$ cat src/rtl/link_transmitter_pkg.sv
`default_nettype none
// ============================================================================
// Module      : link_transmitter_pkg
// Description : Shared serial-link definitions used by both the transmitter
//               and the receiver: framing FSM states, frame constants and the
//               parity helper.
// Revision    : 1.0 - initial release
// ============================================================================
package link_transmitter_pkg;

    // Framing FSM states. The receiver walks the same sequence, so the
    // encoding lives here rather than in either end of the link.
    typedef enum logic [2:0] {
        IDLE   = 3'd0,
        START  = 3'd1,
        DATA   = 3'd2,
        PARITY = 3'd3,
        STOP   = 3'd4
    } link_state_t;

    // Payload bits per frame.
    localparam int DATA_BITS = 8;

    // Line levels for the framing bits; the line rests at the stop level.
    localparam logic START_LEVEL = 1'b0;
    localparam logic STOP_LEVEL  = 1'b1;
    localparam logic IDLE_LEVEL  = 1'b1;

    // Even parity: the bit that makes the total count of ones even.
    function automatic logic even_parity(input logic [DATA_BITS-1:0] data);
        return ^data;
    endfunction

endpackage : link_transmitter_pkg
`default_nettype wire

$ cat src/rtl/link_transmitter_byte_fifo.sv
`default_nettype none
// ============================================================================
// Module      : byte_fifo
// Description : Synchronous byte FIFO with push/pop and occupancy count.
//               The head byte is presented combinationally on o_data.
//               Push is ignored when full, pop is ignored when empty; a push
//               and a pop on the same edge leave the level unchanged.
// Ports       : clk      - clock, rising edge
//               rst      - asynchronous active-high reset
//               i_push   - write i_data this edge (if not full)
//               i_data   - byte to write
//               i_pop    - discard head byte this edge (if not empty)
//               o_data   - current head byte
//               o_empty  - no bytes stored
//               o_level  - number of bytes stored, 0..DEPTH
// Revision    : 1.0 - initial release
// ============================================================================
module byte_fifo #(
    parameter int DEPTH = 4
) (
    input  logic                     clk,
    input  logic                     rst,
    input  logic                     i_push,
    input  logic [7:0]               i_data,
    input  logic                     i_pop,
    output logic [7:0]               o_data,
    output logic                     o_empty,
    output logic [$clog2(DEPTH):0]   o_level
);

    localparam int c_aw = $clog2(DEPTH);
    localparam int c_lw = c_aw + 1;
    localparam logic [c_lw-1:0] c_full_level = c_lw'(DEPTH);

    logic [7:0]      r_mem [DEPTH];
    logic [c_aw-1:0] r_wr_ptr;
    logic [c_aw-1:0] r_rd_ptr;
    logic [c_lw-1:0] r_level;

    logic w_full;
    logic w_push_ok;
    logic w_pop_ok;

    assign w_full    = (r_level == c_full_level);
    assign o_empty   = (r_level == '0);
    // A full FIFO refuses the push even if the head is popped on the same
    // edge, so acceptance never depends on the consumer's decision.
    assign w_push_ok = i_push && !w_full;
    assign w_pop_ok  = i_pop && !o_empty;

    assign o_data  = r_mem[r_rd_ptr];
    assign o_level = r_level;

    // Storage array carries no reset; only the pointers define validity.
    always_ff @(posedge clk) begin
        if (w_push_ok) begin
            r_mem[r_wr_ptr] <= i_data;
        end
    end

    // DEPTH is a power of two, so pointer wrap is the natural rollover.
    always_ff @(posedge clk or posedge rst) begin
        if (rst) begin
            r_wr_ptr <= '0;
            r_rd_ptr <= '0;
            r_level  <= '0;
        end else begin
            if (w_push_ok) begin
                r_wr_ptr <= r_wr_ptr + c_aw'(1);
            end
            if (w_pop_ok) begin
                r_rd_ptr <= r_rd_ptr + c_aw'(1);
            end
            case ({w_push_ok, w_pop_ok})
                2'b10:   r_level <= r_level + c_lw'(1);
                2'b01:   r_level <= r_level - c_lw'(1);
                default: r_level <= r_level;
            endcase
        end
    end

endmodule : byte_fifo
`default_nettype wire

$ cat src/rtl/link_transmitter.sv
`default_nettype none
// ============================================================================
// Module      : link_transmitter
// Description : Buffers encrypted bytes and sends them as serial frames:
//               start(0), 8 data bits LSB first, optional even parity,
//               stop(1). Every bit is held BIT_CYCLES clocks. Frames queued
//               in the FIFO are sent back to back with no idle bit.
// Ports       : clock      - clock, rising edge
//               reset      - asynchronous active-high reset
//               in_data    - byte offered by the encrypter stage
//               in_valid   - in_data is valid
//               in_ready   - a byte can be accepted this cycle
//               serial_out - registered serial line, idles high
//               busy       - frame in progress or bytes buffered
//               frame_done - one-cycle pulse after each completed frame
//               fifo_level - bytes currently buffered
// Revision    : 1.0 - initial release
// ============================================================================
module link_transmitter #(
    parameter int BIT_CYCLES = 4,
    parameter int PARITY_EN  = 1,
    parameter int FIFO_DEPTH = 4
) (
    input  logic                          clock,
    input  logic                          reset,
    input  logic [7:0]                    in_data,
    input  logic                          in_valid,
    output logic                          in_ready,
    output logic                          serial_out,
    output logic                          busy,
    output logic                          frame_done,
    output logic [$clog2(FIFO_DEPTH):0]   fifo_level
);

    import link_transmitter_pkg::*;

    localparam int c_lvl_w = $clog2(FIFO_DEPTH) + 1;
    localparam logic [c_lvl_w-1:0] c_depth      = c_lvl_w'(FIFO_DEPTH);
    localparam logic [7:0]         c_timer_last = 8'(BIT_CYCLES - 1);
    localparam logic [2:0]         c_last_bit   = 3'(DATA_BITS - 1);
    localparam link_state_t        c_after_data = (PARITY_EN != 0) ? PARITY : STOP;

    // ------------------------------------------------------------------
    // State
    // ------------------------------------------------------------------
    link_state_t r_state;
    logic [7:0]  r_timer;
    logic [2:0]  r_index;
    logic [7:0]  r_shift;
    logic        r_parity;
    logic        r_serial;
    logic        r_frame_done;

    link_state_t w_state_next;
    logic [7:0]  w_timer_next;
    logic [2:0]  w_index_next;
    logic [7:0]  w_shift_next;
    logic        w_parity_next;
    logic        w_serial_next;
    logic        w_frame_done_next;
    logic        w_timer_done;

    // FIFO interface
    logic               w_push;
    logic               w_pop;
    logic [7:0]         w_head;
    logic               w_empty;
    logic [c_lvl_w-1:0] w_level;

    // ------------------------------------------------------------------
    // Byte buffer
    // ------------------------------------------------------------------
    byte_fifo #(
        .DEPTH   (FIFO_DEPTH)
    ) u_fifo (
        .clk     (clock),
        .rst     (reset),
        .i_push  (w_push),
        .i_data  (in_data),
        .i_pop   (w_pop),
        .o_data  (w_head),
        .o_empty (w_empty),
        .o_level (w_level)
    );

    assign in_ready   = (w_level < c_depth);
    assign w_push     = in_valid && in_ready;
    assign fifo_level = w_level;
    assign busy       = (r_state != IDLE) || !w_empty;
    assign serial_out = r_serial;
    assign frame_done = r_frame_done;

    // ------------------------------------------------------------------
    // State register
    // ------------------------------------------------------------------
    always_ff @(posedge clock or posedge reset) begin
        if (reset) begin
            r_state      <= IDLE;
            r_timer      <= '0;
            r_index      <= '0;
            r_shift      <= '0;
            r_parity     <= 1'b0;
            r_serial     <= IDLE_LEVEL;
            r_frame_done <= 1'b0;
        end else begin
            r_state      <= w_state_next;
            r_timer      <= w_timer_next;
            r_index      <= w_index_next;
            r_shift      <= w_shift_next;
            r_parity     <= w_parity_next;
            r_serial     <= w_serial_next;
            r_frame_done <= w_frame_done_next;
        end
    end

    // ------------------------------------------------------------------
    // Next-state and line logic
    // ------------------------------------------------------------------
    // The timer counts 0..BIT_CYCLES-1 within a bit and reloads to 0 at
    // every bit boundary, so each bit occupies exactly BIT_CYCLES clocks.
    assign w_timer_done = (r_timer == c_timer_last);

    always_comb begin
        w_state_next      = r_state;
        w_timer_next      = r_timer + 8'd1;
        w_index_next      = r_index;
        w_shift_next      = r_shift;
        w_parity_next     = r_parity;
        w_pop             = 1'b0;
        w_frame_done_next = 1'b0;
        w_serial_next     = IDLE_LEVEL;

        case (r_state)
            IDLE: begin
                w_timer_next = '0;
                if (!w_empty) begin
                    w_pop        = 1'b1;
                    w_state_next = START;
                end
            end
            START: begin
                if (w_timer_done) begin
                    w_timer_next = '0;
                    w_index_next = '0;
                    w_state_next = DATA;
                end
            end
            DATA: begin
                if (w_timer_done) begin
                    w_timer_next = '0;
                    // The index rolls 7->0 as the last bit leaves, ready
                    // for the next frame without an explicit clear.
                    w_index_next = r_index + 3'd1;
                    if (r_index == c_last_bit) begin
                        w_state_next = c_after_data;
                    end else begin
                        w_shift_next = {1'b0, r_shift[7:1]};
                    end
                end
            end
            PARITY: begin
                if (w_timer_done) begin
                    w_timer_next = '0;
                    w_state_next = STOP;
                end
            end
            STOP: begin
                if (w_timer_done) begin
                    w_timer_next      = '0;
                    w_frame_done_next = 1'b1;
                    // Chain straight into the next start bit when data is
                    // waiting; no idle bit is inserted between frames.
                    if (!w_empty) begin
                        w_pop        = 1'b1;
                        w_state_next = START;
                    end else begin
                        w_state_next = IDLE;
                    end
                end
            end
            default: begin
                w_timer_next = '0;
                w_state_next = IDLE;
            end
        endcase

        // Capture the head byte and its parity together with the pop.
        if (w_pop) begin
            w_shift_next  = w_head;
            w_parity_next = even_parity(w_head);
        end

        // The line is registered from the level of the state being entered,
        // so serial_out changes only on clock edges.
        case (w_state_next)
            START:   w_serial_next = START_LEVEL;
            DATA:    w_serial_next = w_shift_next[0];
            PARITY:  w_serial_next = w_parity_next;
            STOP:    w_serial_next = STOP_LEVEL;
            default: w_serial_next = IDLE_LEVEL;
        endcase
    end

endmodule : link_transmitter
`default_nettype wire

$ cat config.mk
export PLATFORM = sky130hd
export DESIGN_NAME = link_transmitter
export DESIGN_NICKNAME = d
export VERILOG_FILES = /design/src/rtl/link_transmitter_pkg.sv /design/src/rtl/link_transmitter_byte_fifo.sv /design/src/rtl/link_transmitter.sv
export SDC_FILE = /design/constraint.sdc
export NUM_CORES = 1
export LEC_CHECK = 0
export CORE_MARGIN = 2
export CORE_UTILIZATION = 40
export DETAILED_ROUTE_END_ITERATION = 6
export PLACE_DENSITY_LB_ADDON = 0.05
export SLEW_MARGIN = 20
export SYNTH_ARGS = -nofsm -noshare
export SYNTH_HDL_FRONTEND = slang
export SYNTH_SLANG_ARGS = --single-unit
$ cat constraint.sdc
create_clock -name clock -period 5.5 [get_ports clock]
set_input_delay 0.55 -clock clock [delete_from_list [all_inputs] [get_ports clock]]
set_output_delay 0.55 -clock clock [all_outputs]
set_load 0.005 [all_outputs]
==> qor.yml <==
worst_setup_path:
  cp-end-kind: "register"
  timing.rr.start: "r_timer[0]$_DFF_PP0_"
  path_common_cell: "ha_1"
  critPathSlowestCell: "dfrtp_1"
  start_kind: "register"
  cp.arrival_ns: 2.99
  startpoint: "r_timer[0]$_DFF_PP0_"
  crit_required_ns: 5.76
  critPathMaxFanout: 11
  worstPathCellList: "ha_1, nor3b_2, nand2_4, a21o_2, inv_2, ha_1, inv_1, fa_1, xor2_1, nor2_1, xnor2_1"
  cp.buffers_inverters: 2
  max_stage_delay_ns: 0.41
  path_delay_family: "adder cells"
  critical_path_class: "register to register"
clock_tree:
  cts_buffer_depth: 2
  post_cts_hold_buffer_count: 0
  clk_latency_ns: 0.34
  clk_pin_slew_ns: 0.07
  cts_made_buffers: 9
  cts_tree: "built"
  cts_root_buffer: "clkbuf_8"
  post_cts_buffers: 0
  cts_repair_resize_count: 0
  numClockSinks: 64
  htreeDepth: 3
sta:
  drv_slew: 0
  finalSetupViolCount: 0
  tightest_slew_ns: 0.6247
  slew_headroom_pct: 58.35
  finalCritPeriodShare_pct: 49.79
  tns_ns: 0
  fin_ws_ns: 2.761
  period_needed_ns: 2.739
  fmax_ghz: 0.3651
  rsz0062_at_grt: "no"
  finClkSkew_ns: 0.009128
  hold_viol: 0
place:
  gp_congestion: 0.8641
  io_buffers: 17
  dp.cells: 311
  hpwl_um: 3650
  dp_slack_ns: 2.770
grt:
  overflow: 0
  grt_max_degree: 33
  antenna_found_initial: 0
  grt_util_all_layers_pct: 15.21
  grt_pass1_vias: 1789
  grt_pass1_wl_um: 8507
yosys:
  yosysSeqAreaShare_pct: 60.37
  synthMuxAreaShare_pct: 12.30
  synth_cell_types: 41
  synth-compound-area-share_pct: 5.313
  synth-warning-count: 0
  synthSimpleGateAreaFrac_pct: 8.398
  synth_area_um2: 2920
  synth_cells: 201
  synth_fa_ha_area_share_pct: 4.113
  syn_avg_cell_area_um2: 14.53
  async_reset_ff_share_pct: 50.00
  synth_flop_cell: "edfxtp_1"
  syn_nets: 221
  synth-edff-count: 32
  synth_top_family_by_area: "multiplexers"
  yosys_register_bits: 64
  synthXorXnorAreaFrac_pct: 6.298
routing:
  via_per_inst: 4.976
  route.met3.wl_um: 216
  drc: 0
  vias: 1627
  wl_met1_um: 1978
  dr_wl_met2_um: 2962
  antenna_left: 0
  firstDrtPassIters: 4
  routed.top_layer: "met4"
  drt-total-wl_um: 5212
  wl_per_cell_um: 15.94
  drt_iter0_drc: 64
pwr:
  power.total_w: 0.001951
  leakagePower_nw: 1.314
  irDropWorstVdd_v: 0.0002072
  powerDensity_nw_per_um2: 575.8
run:
  max_cap_viol_count: 0
hold_path:
  hold_path_class: "register to register"
  hold_path_startpoint: "r_shift[2]$_DFFE_PP0P_"
final_layout:
  area_growth_pct: 16.02
  fin_nets: 243
  drive_above_1_share_pct: 21.49
  final_cells: 327
  n_antenna_cell: 0
die:
  ios: 18
  design.core.area_um2: 7176
  die_h_um: 89.45
  rows: 31
  die_area_um2: 8000
  die_x_um: 89.45
  initial_core_util_pct: 40.70
run_status:
  status: "completed"
-- cell type report --
cell class              count  area [um^2]
clock buffers              10        127.6
clock inverters             6        83.83
fillers                   619         3787
inverters                  13        48.80
multi-input cells         117         1064
flip-flops and latches     64         1763
well taps                  99        123.9
repair buffers             18        177.7
-- cell usage in the layout, fill, tap and decap left out, types with 2 or more instances in the layout --
cell	netlist	routed
and3_1	3	3
bufinv_16	0	2
nand3_1	7	7
clkbuf_8	0	9
o21ai_0	6	6
ha_1	8	8
xor2_1	7	7
nand2_1	4	4
clkdlybuf4s50_1	0	17
nor3_1	2	2
mux4_2	8	8
and2_1	4	4
inv_1	12	12
dfrtp_1	31	31
nand2b_1	2	2
clkinvlp_4	0	2
nor2_1	13	13
mux2_2	15	15
xnor2_1	14	14
edfxtp_1	32	32
and3_2	2	2
a22o_1	5	5
a21oi_1	2	2
-- flip-flops by register name (all words and copies together) (netlist names) --
name / flops
u_fifo.o_level: 3
r_shift: 8
r_state: 3
u_fifo.r_mem: 32
r_timer: 8
r_parity: 1
r_index: 3
serial_out: 1
frame_done: 1
u_fifo.r_wr_ptr: 2
u_fifo.r_rd_ptr: 2
-- Yosys cell counts, drive strengths merged (6+ instances only) --
| library cell | number | area, um^2 |
|---|---|---|
| dfrtp | 31 | 775.7 |
| edfxtp | 32 | 960.9 |
| ha | 8 | 100.1 |
| inv | 13 | 48.79 |
| mux2 | 15 | 168.9 |
| mux4 | 8 | 180.2 |
| nand3 | 7 | 35.03 |
| nor2 | 13 | 48.80 |
| o21ai | 6 | 30.03 |
| xnor2 | 14 | 122.6 |
| xor2 | 7 | 61.31 |
-- kinds of logic (layout without fill, tap and decap cells) --
family / Yosys count / after routing
flops: 64 / 64
simple gates: 43 / 43
mux: 24 / 24
xor+xnor: 21 / 21
compound gates: 20 / 20
buf+inv: 20 / 47
fa+ha+maj: 9 / 9
-- metrics by stage --
stage	hold WS (ns)	utilization [%]	instance area, um^2
global placement	0.4846	44.27	3177
global route	0.5300	47.22	3388
CTS	0.5087	47.22	3388
detailed placement	0.4986	44.27	3177
floorplan	0.4695	-	2920
finish	0.5126	47.22	3388
-- final timing paths --
kind	endpoint	slack, ns	cells past startpoint
setup / recovery	u_fifo.o_level[2]$_DFFE_PP0P_	2.76	11
hold / removal	r_shift[2]$_DFFE_PP0P_	0.51	1
setup reg to reg	u_fifo.o_level[2]$_DFFE_PP0P_	2.76	11
hold reg to reg	r_shift[2]$_DFFE_PP0P_	0.51	1
max in group asynchronous	serial_out$_DFF_PP1_	4.55	3
min in group asynchronous	r_timer[4]$_DFF_PP0_	0.61	3
-- report_power, final --
part           total, W  switching [W]  internal, W
registers      0.000775       0.000131     0.000644
clock network  0.000429       0.000176     0.000253
logic          0.000747       0.000345     0.000402
total           0.00195       0.000652      0.00130
-- per-layer routing --
metal / global-route usage, % / vias to the layer above
met4: 6.649 / 0
met3: 5.817 / 7
met2: 28.08 / 37
li1: - / 769
met1: 15.05 / 814
met5: 0 / -
Note: power is estimated with default switching activity, not from simulation.
